`config.mk`:
```
export PLATFORM = sky130hd
export DESIGN_NAME = apb_slave_regif
export DESIGN_NICKNAME = d
export VERILOG_FILES = /design/src/rtl/apb_slave_regif.sv
export SDC_FILE = /design/constraint.sdc
export NUM_CORES = 1
export LEC_CHECK = 0
export ABC_AREA = 1
export CAP_MARGIN = 30
export CORE_ASPECT_RATIO = 0.7
export CORE_MARGIN = 1.5
export CORE_UTILIZATION = 39
export DETAILED_ROUTE_END_ITERATION = 8
export PLACE_DENSITY = 0.77
export REMOVE_ABC_BUFFERS = 1
export SLEW_MARGIN = 20
export SYNTH_ARGS = -nofsm -noshare
export SYNTH_HDL_FRONTEND = slang
export SYNTH_SLANG_ARGS = --single-unit
```
`constraint.sdc`:
```
create_clock -name clk -period 1.9 [get_ports clk]
set_clock_uncertainty 0.1 [all_clocks]
set_input_delay 0.285 -clock clk [delete_from_list [all_inputs] [get_ports clk]]
set_output_delay 0.285 -clock clk [all_outputs]
set_load 0.05 [all_outputs]
```
`src/rtl/apb_slave_regif.sv`:
```
// apb_slave_regif: APB4 slave front-end issuing register strobes to a back-end register file
module apb_slave_regif #(
    parameter int ADDR_WIDTH  = 8,
    parameter int DATA_WIDTH  = 32,
    parameter int NUM_REGS    = 8,
    parameter int WAIT_STATES = 0,
    parameter int TIMEOUT     = 16,
    localparam int STRB_W     = DATA_WIDTH / 8,
    localparam int LSB        = $clog2(STRB_W),
    localparam int IDXW       = $clog2(NUM_REGS)
) (
    input  logic                  clk,
    input  logic                  rst_n,
    input  logic                  PSEL,
    input  logic                  PENABLE,
    input  logic                  PWRITE,
    input  logic [ADDR_WIDTH-1:0] PADDR,
    input  logic [DATA_WIDTH-1:0] PWDATA,
    input  logic [STRB_W-1:0]     PSTRB,
    output logic [DATA_WIDTH-1:0] PRDATA,
    output logic                  PREADY,
    output logic                  PSLVERR,
    output logic                  wr_en,
    output logic [IDXW-1:0]       wr_idx,
    output logic [DATA_WIDTH-1:0] wr_data,
    output logic [STRB_W-1:0]     wr_strb,
    output logic                  rd_en,
    output logic [IDXW-1:0]       rd_idx,
    input  logic [DATA_WIDTH-1:0] rd_data,
    input  logic                  rd_valid
);
    localparam int CNT_W = $clog2(TIMEOUT + 1);
    localparam logic [1:0] S_IDLE = 2'd0;
    localparam logic [1:0] S_WAIT = 2'd1;
    localparam logic [1:0] S_RESP = 2'd2;
    localparam logic [CNT_W-1:0] WS_C    = CNT_W'(WAIT_STATES);
    localparam logic [CNT_W-1:0] TO_C    = CNT_W'(TIMEOUT - 1);
    localparam logic [CNT_W-1:0] CNT_MAX = CNT_W'(TIMEOUT);
    localparam logic [ADDR_WIDTH:0] NREG_A = (ADDR_WIDTH + 1)'(NUM_REGS);

    logic [1:0]            state_q, state_d;
    logic                  write_q, write_d;
    logic                  err_q, err_d;
    logic [CNT_W-1:0]      cnt_q, cnt_d;
    logic                  wr_en_q, wr_en_d;
    logic [IDXW-1:0]       wr_idx_q, wr_idx_d;
    logic [DATA_WIDTH-1:0] wr_data_q, wr_data_d;
    logic [STRB_W-1:0]     wr_strb_q, wr_strb_d;
    logic                  rd_en_q, rd_en_d;
    logic [IDXW-1:0]       rd_idx_q, rd_idx_d;
    logic [DATA_WIDTH-1:0] prdata_q, prdata_d;
    logic                  pready_q, pready_d;
    logic                  pslverr_q, pslverr_d;

    logic [IDXW-1:0] idx;
    logic            addr_err;
    logic            setup;

    // Word index and out-of-range detection; the extra top bit keeps NUM_REGS representable
    assign idx      = PADDR[LSB+IDXW-1:LSB];
    assign addr_err = {1'b0, PADDR >> LSB} >= NREG_A;
    assign setup    = (state_q == S_IDLE) && PSEL && !PENABLE;

    // Next-state and output computation for the IDLE -> WAIT -> RESP transfer sequence
    always_comb begin
        state_d   = state_q;
        write_d   = write_q;
        err_d     = err_q;
        cnt_d     = cnt_q;
        wr_en_d   = 1'b0;
        wr_idx_d  = wr_idx_q;
        wr_data_d = wr_data_q;
        wr_strb_d = wr_strb_q;
        rd_en_d   = 1'b0;
        rd_idx_d  = rd_idx_q;
        prdata_d  = prdata_q;
        pready_d  = pready_q;
        pslverr_d = pslverr_q;
        case (state_q)
            S_IDLE: begin
                if (setup) begin
                    state_d = S_WAIT;
                    write_d = PWRITE;
                    err_d   = addr_err;
                    cnt_d   = '0;
                    if (PWRITE) begin
                        wr_idx_d  = idx;
                        wr_data_d = PWDATA;
                        wr_strb_d = PSTRB;
                        wr_en_d   = !addr_err && (|PSTRB);
                    end else begin
                        rd_idx_d = idx;
                        rd_en_d  = !addr_err;
                    end
                end
            end
            S_WAIT: begin
                if (!PSEL) begin
                    state_d = S_IDLE;
                end else if (err_q) begin
                    state_d   = S_RESP;
                    pready_d  = 1'b1;
                    pslverr_d = 1'b1;
                end else if (write_q && cnt_q == WS_C) begin
                    state_d  = S_RESP;
                    pready_d = 1'b1;
                end else if (!write_q && rd_valid) begin
                    state_d  = S_RESP;
                    pready_d = 1'b1;
                    prdata_d = rd_data;
                end else if (!write_q && cnt_q == TO_C) begin
                    state_d   = S_RESP;
                    pready_d  = 1'b1;
                    pslverr_d = 1'b1;
                    prdata_d  = '0;
                end else if (cnt_q != CNT_MAX) begin
                    cnt_d = cnt_q + 1'b1;
                end
            end
            S_RESP: begin
                state_d   = S_IDLE;
                pready_d  = 1'b0;
                pslverr_d = 1'b0;
                prdata_d  = '0;
            end
            default: begin
                state_d   = S_IDLE;
                pready_d  = 1'b0;
                pslverr_d = 1'b0;
                prdata_d  = '0;
            end
        endcase
    end

    // State and registered outputs; reset aborts any transfer in flight
    always_ff @(posedge clk or negedge rst_n) begin
        if (!rst_n) begin
            state_q   <= S_IDLE;
            write_q   <= 1'b0;
            err_q     <= 1'b0;
            cnt_q     <= '0;
            wr_en_q   <= 1'b0;
            wr_idx_q  <= '0;
            wr_data_q <= '0;
            wr_strb_q <= '0;
            rd_en_q   <= 1'b0;
            rd_idx_q  <= '0;
            prdata_q  <= '0;
            pready_q  <= 1'b0;
            pslverr_q <= 1'b0;
        end else begin
            state_q   <= state_d;
            write_q   <= write_d;
            err_q     <= err_d;
            cnt_q     <= cnt_d;
            wr_en_q   <= wr_en_d;
            wr_idx_q  <= wr_idx_d;
            wr_data_q <= wr_data_d;
            wr_strb_q <= wr_strb_d;
            rd_en_q   <= rd_en_d;
            rd_idx_q  <= rd_idx_d;
            prdata_q  <= prdata_d;
            pready_q  <= pready_d;
            pslverr_q <= pslverr_d;
        end
    end

    assign PRDATA  = prdata_q;
    assign PREADY  = pready_q;
    assign PSLVERR = pslverr_q;
    assign wr_en   = wr_en_q;
    assign wr_idx  = wr_idx_q;
    assign wr_data = wr_data_q;
    assign wr_strb = wr_strb_q;
    assign rd_en   = rd_en_q;
    assign rd_idx  = rd_idx_q;
endmodule

```
==> impl_summary.txt, run 1 <==
----------------------------------------------------
[Run status]
  Result of the run ... completed

[Floorplan]
  FP Rows ... 30
  Die area ... 10,500 µm²
  Effective utilization at floorplan ... 40.0%
  CORE AREA ... 9650 µm²
  Horizontal extent of the die ... 122 µm
  Die extent in y ... 86.2 µm
  # IOs ... 160

[Route]
  Routed via count divided by cell count ... 4.80
  Sum of routed wire length over all layers ... 10,200 µm
  Number of vias after detailed routing ... 3,454
  Number of nets still failing antenna checks after routing ... 0
  Post-route DRC ... 0
  Number of DRC markers in iteration 0 ... 176
  Total iterations of the first detailed-routing run ... 4
  Average wire per standard cell ... 14.2 µm

[Final layout]
  Final instance count without filler cells ... 720
  Number of antenna diodes ... 0
  Design Area, Final ... 6110 µm²
  Number of fillers in the final layout ... 794
  Most common cell after layout, fill and taps aside ... sky130_fd_sc_hd__nand2_1
  P&R area growth vs syn ... 58.4%
  Fin util ... 63.3%
  Share of post-route cells with drive strength above 1 ... 23.8%
  Number of nets in the layout ... 672
  Commonest non-fill, non-tap cells in the layout ... sky130_fd_sc_hd__nand2_1, sky130_fd_sc_hd__dfrtp_1, sky130_fd_sc_hd__clkdlybuf4s50_1

[CTS]
  Latest clock arrival within the worst-skew pair ... 0.33 ns
  Clock buffer count from CTS ... 9
  Number of sinks handled by clock tree synthesis ... 87
  Clock root buffer ... sky130_fd_sc_hd__clkbuf_16
  Clock slew at reported path FFs ... 0.06 ns
  CTS tree ... built
  Buffer levels on the longest clock path ... 2
  Maximum level of the CTS H-tree ... 3

[Placement]
  HPWL reported at the end of detailed placement ... 7340 µm
  Placed cell areas ... 5620 µm²
  Cell count after placement ... 698
  Number of buffers inserted by port buffering ... 157
  Worst-case setup slack after placement ... 0.0368 ns
  Weighted congestion reported at the end of routability-driven placement ... 0.842

[STA]
  Worst path setup slack after routing ... 0.0230 ns
  Max-slew headroom at the worst pin ... 65.0%
  Final critical-path required period ... 1.88 ns
  Total Negative Setup Slacks ... 0 ns
  Setup repair after global routing missed its margin ... true
  Number of setup violations in the final report ... 0
  Count of final max-slew check failures ... 0
  Fraction of the cycle the final worst path needs ... 98.8%
  Fmax ... 533 MHz
  Worst Max-Slew Pin Slew ... 0.525 ns
  Final hold viol count ... 0

[Setup path]
  Slowest stage cell, crit path ... sky130_fd_sc_hd__clkdlybuf4s50_1
  Slowest cell delay on critical path ... 0.81 ns
  WP data arrival ... 1.49 ns
  Worst EP required ... 1.51 ns
  Critical path startpoint category ... register
  Critical-path cell list ... clkdlybuf4s50_1
  Path type of the worst setup path ... register to output port
  Depth of the most critical reg-to-reg path ... 12
  Bufs and invs on worst path ... 1
  Critical path peak fanout ... 2
  Critical path's top delay family ... buffers and inverters
  Stages on the worst setup path ... 1
  Kind of end point of the critical path ... output port

[Global route]
  Wire length of the first global-routing pass ... 16,200 µm
  Initial antenna violation count ... 0
  Number of global-route vias before repair ... 3,362
  Sum of overflow across all layers after global routing ... 0
  Largest net degree at the start of global routing ... 45
  GRT Total Usage ... 19.7%

[Synth]
  Average footprint of a synthesized cell ... 9.31 µm²
  Warning count from the yosys run ... 0
  Number of instances in the synthesized netlist ... 414
  Number of library cell types mapped by synthesis ... 30
  Total of flip-flops plus latches after synthesis ... 87
  Combined area of all synthesized cells ... 3860 µm²
  Portion of the post-synthesis area used by sequential elements ... 56.5%

[Power]
  Leak pwr ... 3.37 nW
  Power density cells ... 1060 nW/µm²
  Worst voltage drop across the vdd grid ... 594 µV

[Min path]
  Class of the most critical hold timing path ... primary input to asynchronous set/reset pin

[Job]
  Reported max-cap violation count ... 0

----------------------------------------------------
[Yosys cell counts]
library cell | count | area share (%)
sky130_fd_sc_hd__nand2_1 | 162 | 16
sky130_fd_sc_hd__dfrtp_1 | 87 | 56
sky130_fd_sc_hd__nand3_1 | 43 | 5.6
sky130_fd_sc_hd__o21ai_2 | 32 | 7.3
sky130_fd_sc_hd__buf_2 | 11 | 1.4
sky130_fd_sc_hd__inv_1 | 10 | 0.97
sky130_fd_sc_hd__nor2_1 | 10 | 0.97
sky130_fd_sc_hd__nand2_2 | 9 | 1.5
sky130_fd_sc_hd__o21ai_0 | 7 | 0.91
sky130_fd_sc_hd__buf_6 | 5 | 1.5
sky130_fd_sc_hd__clkbuf_1 | 5 | 0.49
sky130_fd_sc_hd__nand4_1 | 5 | 0.81
sky130_fd_sc_hd__inv_2 | 4 | 0.39
sky130_fd_sc_hd__ha_1 | 3 | 0.97
sky130_fd_sc_hd__nor2_4 | 3 | 0.88
sky130_fd_sc_hd__a21oi_1 | 2 | 0.26
sky130_fd_sc_hd__nand2_4 | 2 | 0.58
sky130_fd_sc_hd__nor3_1 | 2 | 0.26
sky130_fd_sc_hd__a31oi_1 | 1 | 0.16
sky130_fd_sc_hd__buf_8 | 1 | 0.39
sky130_fd_sc_hd__clkinv_1 | 1 | 0.097
sky130_fd_sc_hd__nand2_8 | 1 | 0.52
sky130_fd_sc_hd__nand3_2 | 1 | 0.26
sky130_fd_sc_hd__nand4_4 | 1 | 0.55
sky130_fd_sc_hd__nor2_2 | 1 | 0.16
sky130_fd_sc_hd__nor3b_1 | 1 | 0.19
sky130_fd_sc_hd__nor4_1 | 1 | 0.16
sky130_fd_sc_hd__o211ai_1 | 1 | 0.19
sky130_fd_sc_hd__or3_1 | 1 | 0.16
sky130_fd_sc_hd__xor2_1 | 1 | 0.23
[stage by stage]
| step | total power [mW] | hold WS, ns |
|---|---|---|
| detailed placement | 4.74 | 0.165 |
| CTS | 6.50 | 0.357 |
| finish | 6.45 | 0.358 |
| floorplan | 3.75 | -0.111 |
| global placement | 4.70 | 0.165 |
| global route | 6.77 | 0.375 |
[flip-flops by register name (all words and copies together) (netlist names), 2 cells and up]
signal   count
wr_idx       3
wr_data     32
rd_idx       3
PRDATA      32
state_q      2
cnt_q        5
wr_strb      4
[cell type report]
| class | count | area, µm² | share of cell area (%) |
|---|---|---|---|
| Multi-Input combinational cell | 290 | 1530 | 25.0 |
| Sequential cell | 87 | 2180 | 35.6 |
| Clock buffer | 11 | 243 | 3.97 |
| Inverter | 15 | 56.3 | 0.922 |
| Tap cell | 128 | 160 | 2.62 |
| Timing Repair Buffer | 184 | 1890 | 30.9 |
| Clock inverter | 5 | 57.6 | 0.942 |
[kinds of logic (layout without fill, tap and decap cells)]
logic type / after synthesis / in the layout / synth area share (%)
compound gates: 43 / 43 / 8.79
xor+xnor: 1 / 1 / 0.227
fa+ha+maj: 3 / 3 / 0.973
buf+inv: 37 / 215 / 5.22
flops: 87 / 87 / 56.5
simple gates: 243 / 243 / 28.3
[per-layer routing]
metal / global-route usage (%) / vias to the layer above / part of all wire (%)
met5: 0 / - / 0
met1: 24.3 / 1639 / 43
met2: 32.1 / 130 / 46
met3: 8.16 / 11 / 10
met4: 5.35 / 0 / 1.1
li1: - / 1674 / -
[where the power goes]
| part | switching [mW] | internal (mW) | total [mW] |
|---|---|---|---|
| registers | 0.172 | 2.15 | 2.32 |
| logic | 1.59 | 0.794 | 2.38 |
| clock network | 0.699 | 1.05 | 1.75 |
[worst paths after layout]
path	start	to	slack (ns)
worst max-delay path	PRDATA[10]$_DFFE_PN0P_	PRDATA[10]	0.02
worst min-delay path	rst_n	PRDATA[10]$_DFFE_PN0P_	0.36
worst max register to register	cnt_q[0]$_DFFE_PN0P_	PRDATA[9]$_DFFE_PN0P_	0.05
worst min register to register	wr_data[19]$_DFFE_PN0P_	wr_data[19]$_DFFE_PN0P_	0.38
max in group asynchronous	rst_n	wr_data[5]$_DFFE_PN0P_	0.75
min in group clk	wr_data[19]$_DFFE_PN0P_	wr_data[19]$_DFFE_PN0P_	0.38
[what timing repair did]
action,in CTS,in global routing
gates cloned,0,1
resized for setup,14,55
hold buffers,1,0
hold endpoints to repair,33,0
endpoints found under the setup margin,14,71
buffers inserted,0,4
No activity file was read; power rests on OpenSTA's default activity.
==> run 2, diff against run 1 <==
- SLEW_MARGIN: 20 -> not set
==> results of run 2 <==
Same layout as run 1: the final DEF is identical, and so are final timing and power.
